## src/rtl/swd_host_pkg.sv

```systemverilog
// Shared types and constants for the SWD host engine.
package swd_host_pkg;

  typedef enum logic [3:0] {
    ST_IDLE,
    ST_REQ,
    ST_TRN1,
    ST_ACK,
    ST_RDATA,
    ST_TRN2,
    ST_WTRN,
    ST_WDATA,
    ST_TAIL,
    ST_RAW
  } state_e;

  localparam logic [2:0] ACK_OK    = 3'b001;
  localparam logic [2:0] ACK_WAIT  = 3'b010;
  localparam logic [2:0] ACK_FAULT = 3'b100;

  localparam int unsigned REQ_BITS  = 8;
  localparam int unsigned ACK_BITS  = 3;
  localparam int unsigned DATA_BITS = 33;
  localparam int unsigned CNT_W     = 6;

  // Request header, bit0 goes on the wire first: start, APnDP, RnW, A2, A3, parity, stop, park.
  function automatic logic [7:0] req_byte(input logic apndp, input logic rnw,
                                          input logic [1:0] addr);
    return {1'b1, 1'b0, apndp ^ rnw ^ addr[0] ^ addr[1], addr[1], addr[0], rnw, apndp, 1'b1};
  endfunction

endpackage

```

## src/rtl/swd_host_clkgen.sv

```systemverilog
// swclk generator: toggles every CLK_DIV clk cycles while enabled, idles low.
module swd_host_clkgen #(
  parameter int unsigned CLK_DIV = 4
) (
  input  logic clk,
  input  logic rst,
  input  logic en,
  output logic swclk,
  output logic rise_stb_c,
  output logic fall_stb_c
);

  localparam int unsigned DIV_W = 8;

  logic [DIV_W-1:0] div_cnt;
  logic             tick_c;

  assign tick_c     = en && (div_cnt == DIV_W'(CLK_DIV - 1));
  assign rise_stb_c = tick_c && !swclk;
  assign fall_stb_c = tick_c && swclk;

  // Divider counter and swclk register; cleared whenever the engine is idle.
  always_ff @(posedge clk) begin
    if (rst || !en) begin
      div_cnt <= '0;
      swclk   <= 1'b0;
    end else if (tick_c) begin
      div_cnt <= '0;
      swclk   <= ~swclk;
    end else begin
      div_cnt <= div_cnt + 1'b1;
    end
  end

endmodule

```

## src/rtl/swd_host_engine.sv

```systemverilog
// SWD initiator: serialises one DP/AP transfer or raw bit sequence per command.
module swd_host_engine
  import swd_host_pkg::*;
#(
  parameter int unsigned CLK_DIV   = 4,
  parameter int unsigned IDLE_BITS = 2
) (
  input  logic        clk,
  input  logic        rst,
  input  logic        cmd_valid,
  output logic        cmd_ready,
  input  logic        cmd_raw,
  input  logic        cmd_apndp,
  input  logic        cmd_rnw,
  input  logic [1:0]  cmd_addr,
  input  logic [31:0] cmd_wdata,
  input  logic [5:0]  cmd_nbits,
  output logic        rsp_valid,
  output logic [2:0]  rsp_ack,
  output logic [31:0] rsp_rdata,
  output logic        rsp_perr,
  output logic        swclk,
  output logic        swdio_o,
  output logic        swdio_oe,
  input  logic        swdio_i
);

  state_e           state_q, state_d;
  logic [CNT_W-1:0] cnt_q, cnt_d;
  logic [31:0]      sh_q, sh_d;
  logic [31:0]      wdata_q, wdata_d;
  logic [31:0]      rdata_q, rdata_d;
  logic [2:0]       ack_q, ack_d;
  logic             rnw_q, rnw_d;
  logic             par_q, par_d;
  logic             perr_q, perr_d;
  logic             cmd_ready_d, rsp_valid_d, rsp_perr_d, o_d, oe_d;
  logic [2:0]       rsp_ack_d;
  logic [31:0]      rsp_rdata_d;
  logic             rise_c, fall_c;

  swd_host_clkgen #(.CLK_DIV(CLK_DIV)) u_clkgen (
    .clk        (clk),
    .rst        (rst),
    .en         (state_q != ST_IDLE),
    .swclk      (swclk),
    .rise_stb_c (rise_c),
    .fall_stb_c (fall_c)
  );

  // State and output registers.
  always_ff @(posedge clk) begin
    if (rst) begin
      state_q   <= ST_IDLE;
      cnt_q     <= '0;
      sh_q      <= '0;
      wdata_q   <= '0;
      rdata_q   <= '0;
      ack_q     <= '0;
      rnw_q     <= 1'b0;
      par_q     <= 1'b0;
      perr_q    <= 1'b0;
      cmd_ready <= 1'b0;
      rsp_valid <= 1'b0;
      rsp_ack   <= '0;
      rsp_rdata <= '0;
      rsp_perr  <= 1'b0;
      swdio_o   <= 1'b1;
      swdio_oe  <= 1'b0;
    end else begin
      state_q   <= state_d;
      cnt_q     <= cnt_d;
      sh_q      <= sh_d;
      wdata_q   <= wdata_d;
      rdata_q   <= rdata_d;
      ack_q     <= ack_d;
      rnw_q     <= rnw_d;
      par_q     <= par_d;
      perr_q    <= perr_d;
      cmd_ready <= cmd_ready_d;
      rsp_valid <= rsp_valid_d;
      rsp_ack   <= rsp_ack_d;
      rsp_rdata <= rsp_rdata_d;
      rsp_perr  <= rsp_perr_d;
      swdio_o   <= o_d;
      swdio_oe  <= oe_d;
    end
  end

  // Next-state logic: line changes on falling edges, samples on rising edges.
  always_comb begin
    state_d     = state_q;
    cnt_d       = cnt_q;
    sh_d        = sh_q;
    wdata_d     = wdata_q;
    rdata_d     = rdata_q;
    ack_d       = ack_q;
    rnw_d       = rnw_q;
    par_d       = par_q;
    perr_d      = perr_q;
    rsp_valid_d = 1'b0;
    rsp_ack_d   = rsp_ack;
    rsp_rdata_d = rsp_rdata;
    rsp_perr_d  = rsp_perr;
    o_d         = swdio_o;
    oe_d        = swdio_oe;

    case (state_q)
      ST_IDLE: begin
        if (cmd_valid && cmd_ready) begin
          wdata_d = cmd_wdata;
          rnw_d   = cmd_rnw;
          ack_d   = '0;
          rdata_d = '0;
          perr_d  = 1'b0;
          oe_d    = 1'b1;
          if (cmd_raw) begin
            state_d = ST_RAW;
            sh_d    = cmd_wdata;
            cnt_d   = cmd_nbits;
            o_d     = cmd_wdata[0];
          end else begin
            state_d = ST_REQ;
            sh_d    = {24'b0, req_byte(cmd_apndp, cmd_rnw, cmd_addr)};
            cnt_d   = CNT_W'(REQ_BITS - 1);
            o_d     = 1'b1;
          end
        end
      end
      ST_REQ: begin
        if (fall_c) begin
          if (cnt_q == '0) begin
            state_d = ST_TRN1;
            oe_d    = 1'b0;
            o_d     = 1'b1;
          end else begin
            cnt_d = cnt_q - 1'b1;
            sh_d  = sh_q >> 1;
            o_d   = sh_q[1];
          end
        end
      end
      ST_TRN1: begin
        if (fall_c) begin
          state_d = ST_ACK;
          cnt_d   = CNT_W'(ACK_BITS - 1);
        end
      end
      ST_ACK: begin
        if (rise_c) ack_d = {swdio_i, ack_q[2:1]};
        if (fall_c) begin
          if (cnt_q != '0) begin
            cnt_d = cnt_q - 1'b1;
          end else if (ack_q == ACK_OK && rnw_q) begin
            state_d = ST_RDATA;
            cnt_d   = CNT_W'(DATA_BITS - 1);
          end else if (ack_q == ACK_OK) begin
            state_d = ST_WTRN;
          end else begin
            state_d = ST_TRN2;
          end
        end
      end
      ST_RDATA: begin
        if (rise_c) begin
          if (cnt_q != '0) sh_d = {swdio_i, sh_q[31:1]};
          else             par_d = swdio_i;
        end
        if (fall_c) begin
          if (cnt_q == '0) begin
            state_d = ST_TRN2;
            rdata_d = sh_q;
            perr_d  = (^sh_q) != par_q;
          end else begin
            cnt_d = cnt_q - 1'b1;
          end
        end
      end
      ST_TRN2: begin
        if (fall_c) begin
          state_d = ST_TAIL;
          cnt_d   = CNT_W'(IDLE_BITS - 1);
          oe_d    = 1'b1;
          o_d     = 1'b0;
        end
      end
      ST_WTRN: begin
        if (fall_c) begin
          state_d = ST_WDATA;
          cnt_d   = CNT_W'(DATA_BITS - 1);
          sh_d    = wdata_q;
          oe_d    = 1'b1;
          o_d     = wdata_q[0];
        end
      end
      ST_WDATA: begin
        if (fall_c) begin
          if (cnt_q == '0) begin
            state_d = ST_TAIL;
            cnt_d   = CNT_W'(IDLE_BITS - 1);
            o_d     = 1'b0;
          end else begin
            cnt_d = cnt_q - 1'b1;
            sh_d  = sh_q >> 1;
            o_d   = (cnt_q == CNT_W'(1)) ? ^wdata_q : sh_q[1];
          end
        end
      end
      ST_TAIL: begin
        if (fall_c) begin
          if (cnt_q == '0) begin
            state_d     = ST_IDLE;
            rsp_valid_d = 1'b1;
            rsp_ack_d   = ack_q;
            rsp_rdata_d = rdata_q;
            rsp_perr_d  = perr_q;
            oe_d        = 1'b0;
            o_d         = 1'b1;
          end else begin
            cnt_d = cnt_q - 1'b1;
          end
        end
      end
      ST_RAW: begin
        // Arithmetic shift so bits beyond 31 repeat the top data bit.
        if (fall_c) begin
          if (cnt_q == '0) begin
            state_d     = ST_IDLE;
            rsp_valid_d = 1'b1;
            rsp_ack_d   = '0;
            rsp_rdata_d = '0;
            rsp_perr_d  = 1'b0;
            oe_d        = 1'b0;
            o_d         = 1'b1;
          end else begin
            cnt_d = cnt_q - 1'b1;
            sh_d  = {sh_q[31], sh_q[31:1]};
            o_d   = sh_q[1];
          end
        end
      end
      default: state_d = ST_IDLE;
    endcase

    cmd_ready_d = (state_d == ST_IDLE) && !rsp_valid_d;
  end

endmodule

```

## config.mk

```make
export PLATFORM = sky130hd
export DESIGN_NAME = swd_host_engine
export DESIGN_NICKNAME = d
export VERILOG_FILES = /design/src/rtl/swd_host_pkg.sv /design/src/rtl/swd_host_clkgen.sv /design/src/rtl/swd_host_engine.sv
export SDC_FILE = /design/constraint.sdc
export NUM_CORES = 1
export LEC_CHECK = 0
export ABC_AREA = 1
export BUFFER_PORTS_ARGS = -buffer_cell sky130_fd_sc_hd__buf_2
export CAP_MARGIN = 15
export CORE_MARGIN = 4
export CORE_UTILIZATION = 35
export DETAILED_ROUTE_END_ITERATION = 10
export MAX_ROUTING_LAYER = met4
export PLACE_DENSITY = 0.57
export SLEW_MARGIN = 15
export SYNTH_ARGS = -nofsm -noshare
export SYNTH_HDL_FRONTEND = slang
export SYNTH_SLANG_ARGS = --single-unit
```

## constraint.sdc

```tcl
create_clock -name clk -period 5.41 [get_ports clk]
set_input_delay 0.2705 -clock clk [delete_from_list [all_inputs] [get_ports clk]]
set_output_delay 0.2705 -clock clk [all_outputs]
set_load 0.05 [all_outputs]
```

==> reports/results.ini, run 1 <==
[run_status]
outcome=finished clean

[final_layout]
final_area_mm2=0.0102
layout-drive-gt1-share_pct=10.4
area_growth_pct=13.2
diodes=0
nFillCells=2757
final_nets=1550

[placed_design]
place_ws_ps=2440
dpl.hpwl_mm=19.0
routabilityCongestion=0.908
io_buffers=87
placed_area_mm2=0.00964

[sta]
worst_pin_slew_ps=1050
clock.fmax_mhz=335
fin_skew_ps=11.3
hold_viol=0
finalSetupViolCount=0
setup_tns_ps=0
drv_slew=0
rsz0062_at_grt=no
finalCritPeriodShare_pct=55.2
slew-limit-headroom_pct=29.7
worst_slack_ps=2430
finalCriticalPeriod_ps=2980

[routing]
wl_mm=25.8
wire_per_inst_um=14.0
viasPerCell=4.89
postRouteAntennaNets=0
drc=0
first_iter_violations=632
first_pass_iters=5
dr_total_vias=9005

[hold_path]
hold_path.class=in2reg

[floorplan]
initial_core_util_pct=35.8
die-area_mm2=0.0284
io_pins=88
die_y_um=169
rows=58
die_width_um=169
core_region_area_mm2=0.0253

[worst_setup_path]
crit_type=reg2reg
endpoint_kind=register
cp.arrival_ps=3300
worstSetupStartpointType=register
critPathMaxFanout=68
worstPathRequired_ps=5730

[synthesis]
async_reset_ff_share_pct=0
syn_nets=1501
ys_types=40
synth_area_mm2=0.00903
ys.flop_type=dfxtp_1
ys_top_cells_by_count=nand2_1 (480), nor2_1 (177), dfxtp_1 (161), nand3_1 (133), inv_1 (130)
synth_cells=1450
seq_area_frac_synth_pct=35.7
synth_top_area_share_pct=35.7
synth.area.top_cells=dfxtp_1 (36%), nand2_1 (20%), nand3_1 (7.4%)
ys_ff_latch=161
synth_most_common_cell=nand2_1
avgSynthCellArea_um2=6.23
yosysWarnings=0
yosys.area.top_type=dfxtp_1
synth_edf_count=0

[power_and_ir_drop]
p_per_area_mw_per_mm2=338
power_leakage_nw=4.96
peakVddDrop_mv=0.174
power.total_w=0.00346

[global_routing]
grt_max_degree=69
grt_use_total_pct=18.6
grt_pass1_vias=8198
grt_overflow_total=0
grt_pass1_wl_mm=42.4
antenna_found_initial=0

[clock_network]
cts_root_buf=clkbuf_16
cts_sinks=161
insertion_delay_ps=430
cts_tree=built
cts_max_path_buffers=2
htreeDepth=4
clk_pin_slew_ps=70
post-cts-setup-buffer-count=0
cts_made_buffers=17
ctsHoldBuffers=0
cts_resized=0

[flow_run]
drv_cap=0

[report_power, final]
part / internal, W / switching, W / leakage [nW]
Clock: 0.000650 / 0.000552 / 0.286
Sequential: 0.00128 / 0.0000851 / 1.31
Combinational: 0.000295 / 0.000599 / 3.37
[final cells by class]
type | instances | area [um2] | area share (%)
clock buffers | 17 | 425 | 4.16
clock inverters | 15 | 158 | 1.54
inverters | 141 | 531 | 5.19
multi-input cells | 1083 | 4970 | 48.6
flip-flops and latches | 161 | 3220 | 31.5
well taps | 330 | 413 | 4.04
repair buffers | 95 | 503 | 4.92
[cell usage in the layout, fill, tap and decap left out, drive strengths merged, types with 4 or more instances in the layout]
cell type  Yosys  final
nand3        135    135
clkinv         2     11
clkbuf        37     17
buf           28     95
nor2         185    185
nor4           6      6
a211oi        33     33
nor3          16     16
nand2        483    483
o21ai         74     74
ha             4      4
xor2           7      7
inv          139    143
o21a           4      4
a21oi         92     92
xnor2         10     10
o211a         15     15
dfxtp        161    161
[worst max-delay path, stage by stage, from the launching register on]
cell      delay [ps]
dfxtp_1          430
nor2_1           250
nand2_2          120
nor2_1           200
clkinv_1          90
buf_4            290
nand2_1          140
nand2_1          270
inv_2            660
o21ai_0          250
o211a_1          160
[routing by layer]
metal / wire length, um / global-route usage, % / up-vias
met4: 305 / 4.80 / 0
li1: - / - / 4755
met5: 0 / - / -
met1: 13800 / 27.8 / 4002
met3: 1280 / 2.83 / 25
met2: 10500 / 26.1 / 223
[kinds of logic (layout without fill, tap and decap cells)]
group,after synthesis,in the layout,share of synthesized area (%)
flip-flops,161,161,35.7
XOR/XNOR,17,17,1.65
adder cells (fa/ha/maj),4,4,0.554
buffers and inverters,206,268,9.31
AND/OR/NAND/NOR,830,830,37.7
AO/OA/AOI/OAI,232,232,15.1
[stage by stage]
stage	utilization [%]	hold WS [ps]	cells
final	40.5	140	1842
after detailed placement	38.2	444	1810
after global routing	40.5	143	1842
after CTS	40.5	130	1842
after global placement	38.1	429	1809
after floorplan	-	418	1450
[path summary, 6_finish.rpt]
check	from	to	slack, ps	depth (start not counted)
max	state_q[0]	rdata_q[14]	2430	10
min	cmd_wdata[4]	wdata_q[4]	140	3
max reg2reg	state_q[0]	rdata_q[14]	2430	10
min reg2reg	swdio_oe	swdio_oe	450	2
[registers in the layout (all words and copies together), names as in the netlist]
| name | flops |
|---|---|
| rdata_q | 32 |
| rsp_rdata | 32 |
| sh_q | 32 |
| wdata_q | 32 |
| u_clkgen.div_cnt | 8 |
| cnt_q | 6 |
| state_q | 4 |
| ack_q | 3 |
| rsp_ack | 3 |
| cmd_ready | 1 |
| par_q | 1 |
| perr_q | 1 |
| rnw_q | 1 |
| rsp_perr | 1 |
| rsp_valid | 1 |
| swdio_o | 1 |
| swdio_oe | 1 |
| u_clkgen.swclk | 1 |
Power figures use the tool's default switching activity.
==> run 2, diff against run 1 <==
PLACE_DENSITY = 0.59   (was 0.57)
clock period = 2.5 ns   (was 5.41 ns; I/O delays follow)
==> run 2 against run 1 <==
Compared with the run above: combinational power increased by 120%; design area is 2.0% higher; non-clock buffer count rose by 19; first-iteration DRC count up 9.5%; fmax grew 34%; via count is 0.78% higher; setup slack worse by 2200 ps; die area unchanged; largest power group unchanged.
==> reports/results.ini, run 2 (synthesized netlist as in run 1, its figures left out) <==
[sta]
clock.fmax_mhz=448
finalCriticalPeriod_ps=2230
fin_skew_ps=9.52
rsz0062_at_grt=no
slew-limit-headroom_pct=58.9
worst_pin_slew_ps=616
hold_viol=0
finalSetupViolCount=0
worst_slack_ps=269
setup_tns_ps=0
drv_slew=0
finalCritPeriodShare_pct=89.2

[clock_network]
cts_tree=built
post-cts-setup-buffer-count=0
cts_sinks=161
htreeDepth=4
insertion_delay_ps=430
clk_pin_slew_ps=70
cts_made_buffers=17
cts_max_path_buffers=2
cts_resized=0
cts_root_buf=clkbuf_16

[final_layout]
nFillCells=2739
fin_cells=1861
mostFrequentLayoutCell=nand2_1
diodes=0
area_growth_pct=15.4
layout-drive-gt1-share_pct=10.9
fin_util_pct=41.3
final_cell_mix=nand2_1 (480), nor2_1 (176), dfxtp_1 (161)
final_nets=1569

[global_routing]
grt_pass1_vias=8077
grt_pass1_wl_mm=42.1
grt_use_total_pct=18.5
grt_max_degree=74
antenna_found_initial=0
grt_overflow_total=0

[floorplan]
rows=58
die_y_um=169
core_region_area_mm2=0.0253
die-area_mm2=0.0284
die_width_um=169
io_pins=88
initial_core_util_pct=35.8

[routing]
first_iter_violations=692
first_pass_iters=5
viasPerCell=4.88
drc=0
wire_per_inst_um=13.8
postRouteAntennaNets=0
dr_total_vias=9075
wl_mm=25.6

[placed_design]
io_buffers=87
dpl.hpwl_mm=19.0
placed_cells=1821
place_ws_ps=322
routabilityCongestion=0.906

[worst_setup_path]
critPathMaxFanout=31
cp.arrival_ps=2550
worstSetupStartpointType=register
worstPathRequired_ps=2820
crit_type=reg2reg
endpoint_kind=register

[power_and_ir_drop]
peakVddDrop_mv=0.361
p_per_area_mw_per_mm2=712
power_leakage_nw=5.06

[run_status]
outcome=finished clean

[flow_run]
drv_cap=0

[hold_path]
hold_path.class=in2reg

run 2: cell count changes in the layout (fill, tap and decap cells not counted):
cell           previous run  this run
inv_8                     1         2
dlygate4sd3_1             0         8
and3b_1                   0         1
clkinv_8                  2         1
inv_6                     4         3
and3b_2                   1         0
bufinv_16                 1         0
buf_8                     1         0
clkinv_4                  3         4
buf_4                     7        13
buf_12                    0         6
clkinvlp_4                1         2
run 2: per-stage QoR:
step,power (W),hold WS [ps],instance area (um2)
finish,0.00743,18.7,10400
global route,0.00795,21.2,10400
CTS,0.00749,0.865,10400
detailed placement,0.00499,432,9790
global placement,0.00496,419,9790
floorplan,0.00449,273,9030
run 2: worst paths after layout:
path	from	endpoint	slack, ps	cells past startpoint
min reg2reg	swdio_oe	swdio_oe	440	2
max	u_clkgen.div_cnt[0]	sh_q[29]	270	12
max reg2reg	u_clkgen.div_cnt[0]	sh_q[29]	270	12
min	cmd_wdata[16]	wdata_q[16]	20	3
run 2: timing repair:
action,in CTS,in global routing
setup endpoints to repair,0,0
endpoints found under the hold margin,8,0
hold buffers,8,0
run 2: where the power goes:
part / total (W) / switching [W] / leakage [nW] / internal (W)
clock network: 0.00248 / 0.00118 / 0.271 / 0.00130
logic: 0.00199 / 0.00130 / 3.48 / 0.000694
registers: 0.00296 / 0.000188 / 1.31 / 0.00277
run 2: worst max-delay path: stages, from the launching register on:
cell and delay [ps]:
dfxtp_1 350, ha_1 200, nand2_1 90, nor3_2 260, nand2_2 140, nor2_4 170, nand2_1 140, nand2_1 120
and3b_1 210, buf_12 200, nand3_1 110, nand2_1 80, nor2_1 40
run 2: cell type report:
type	count	area [um2]	area share, %
clock buffers	17	425	4.08
clock inverters	15	130	1.25
inverters	141	531	5.09
multi-input cells	1083	4970	47.7
flip-flops and latches	161	3220	30.9
well taps	330	413	3.96
repair buffers	114	733	7.03
run 2: metal layers:
layer / up-vias / routed length (um) / global-route usage, %
li1: 4806 / - / -
met3: 28 / 1100 / 2.48
met2: 223 / 10800 / 26.0
met5: - / 0 / -
met1: 4018 / 13400 / 27.6
met4: 0 / 384 / 5.12
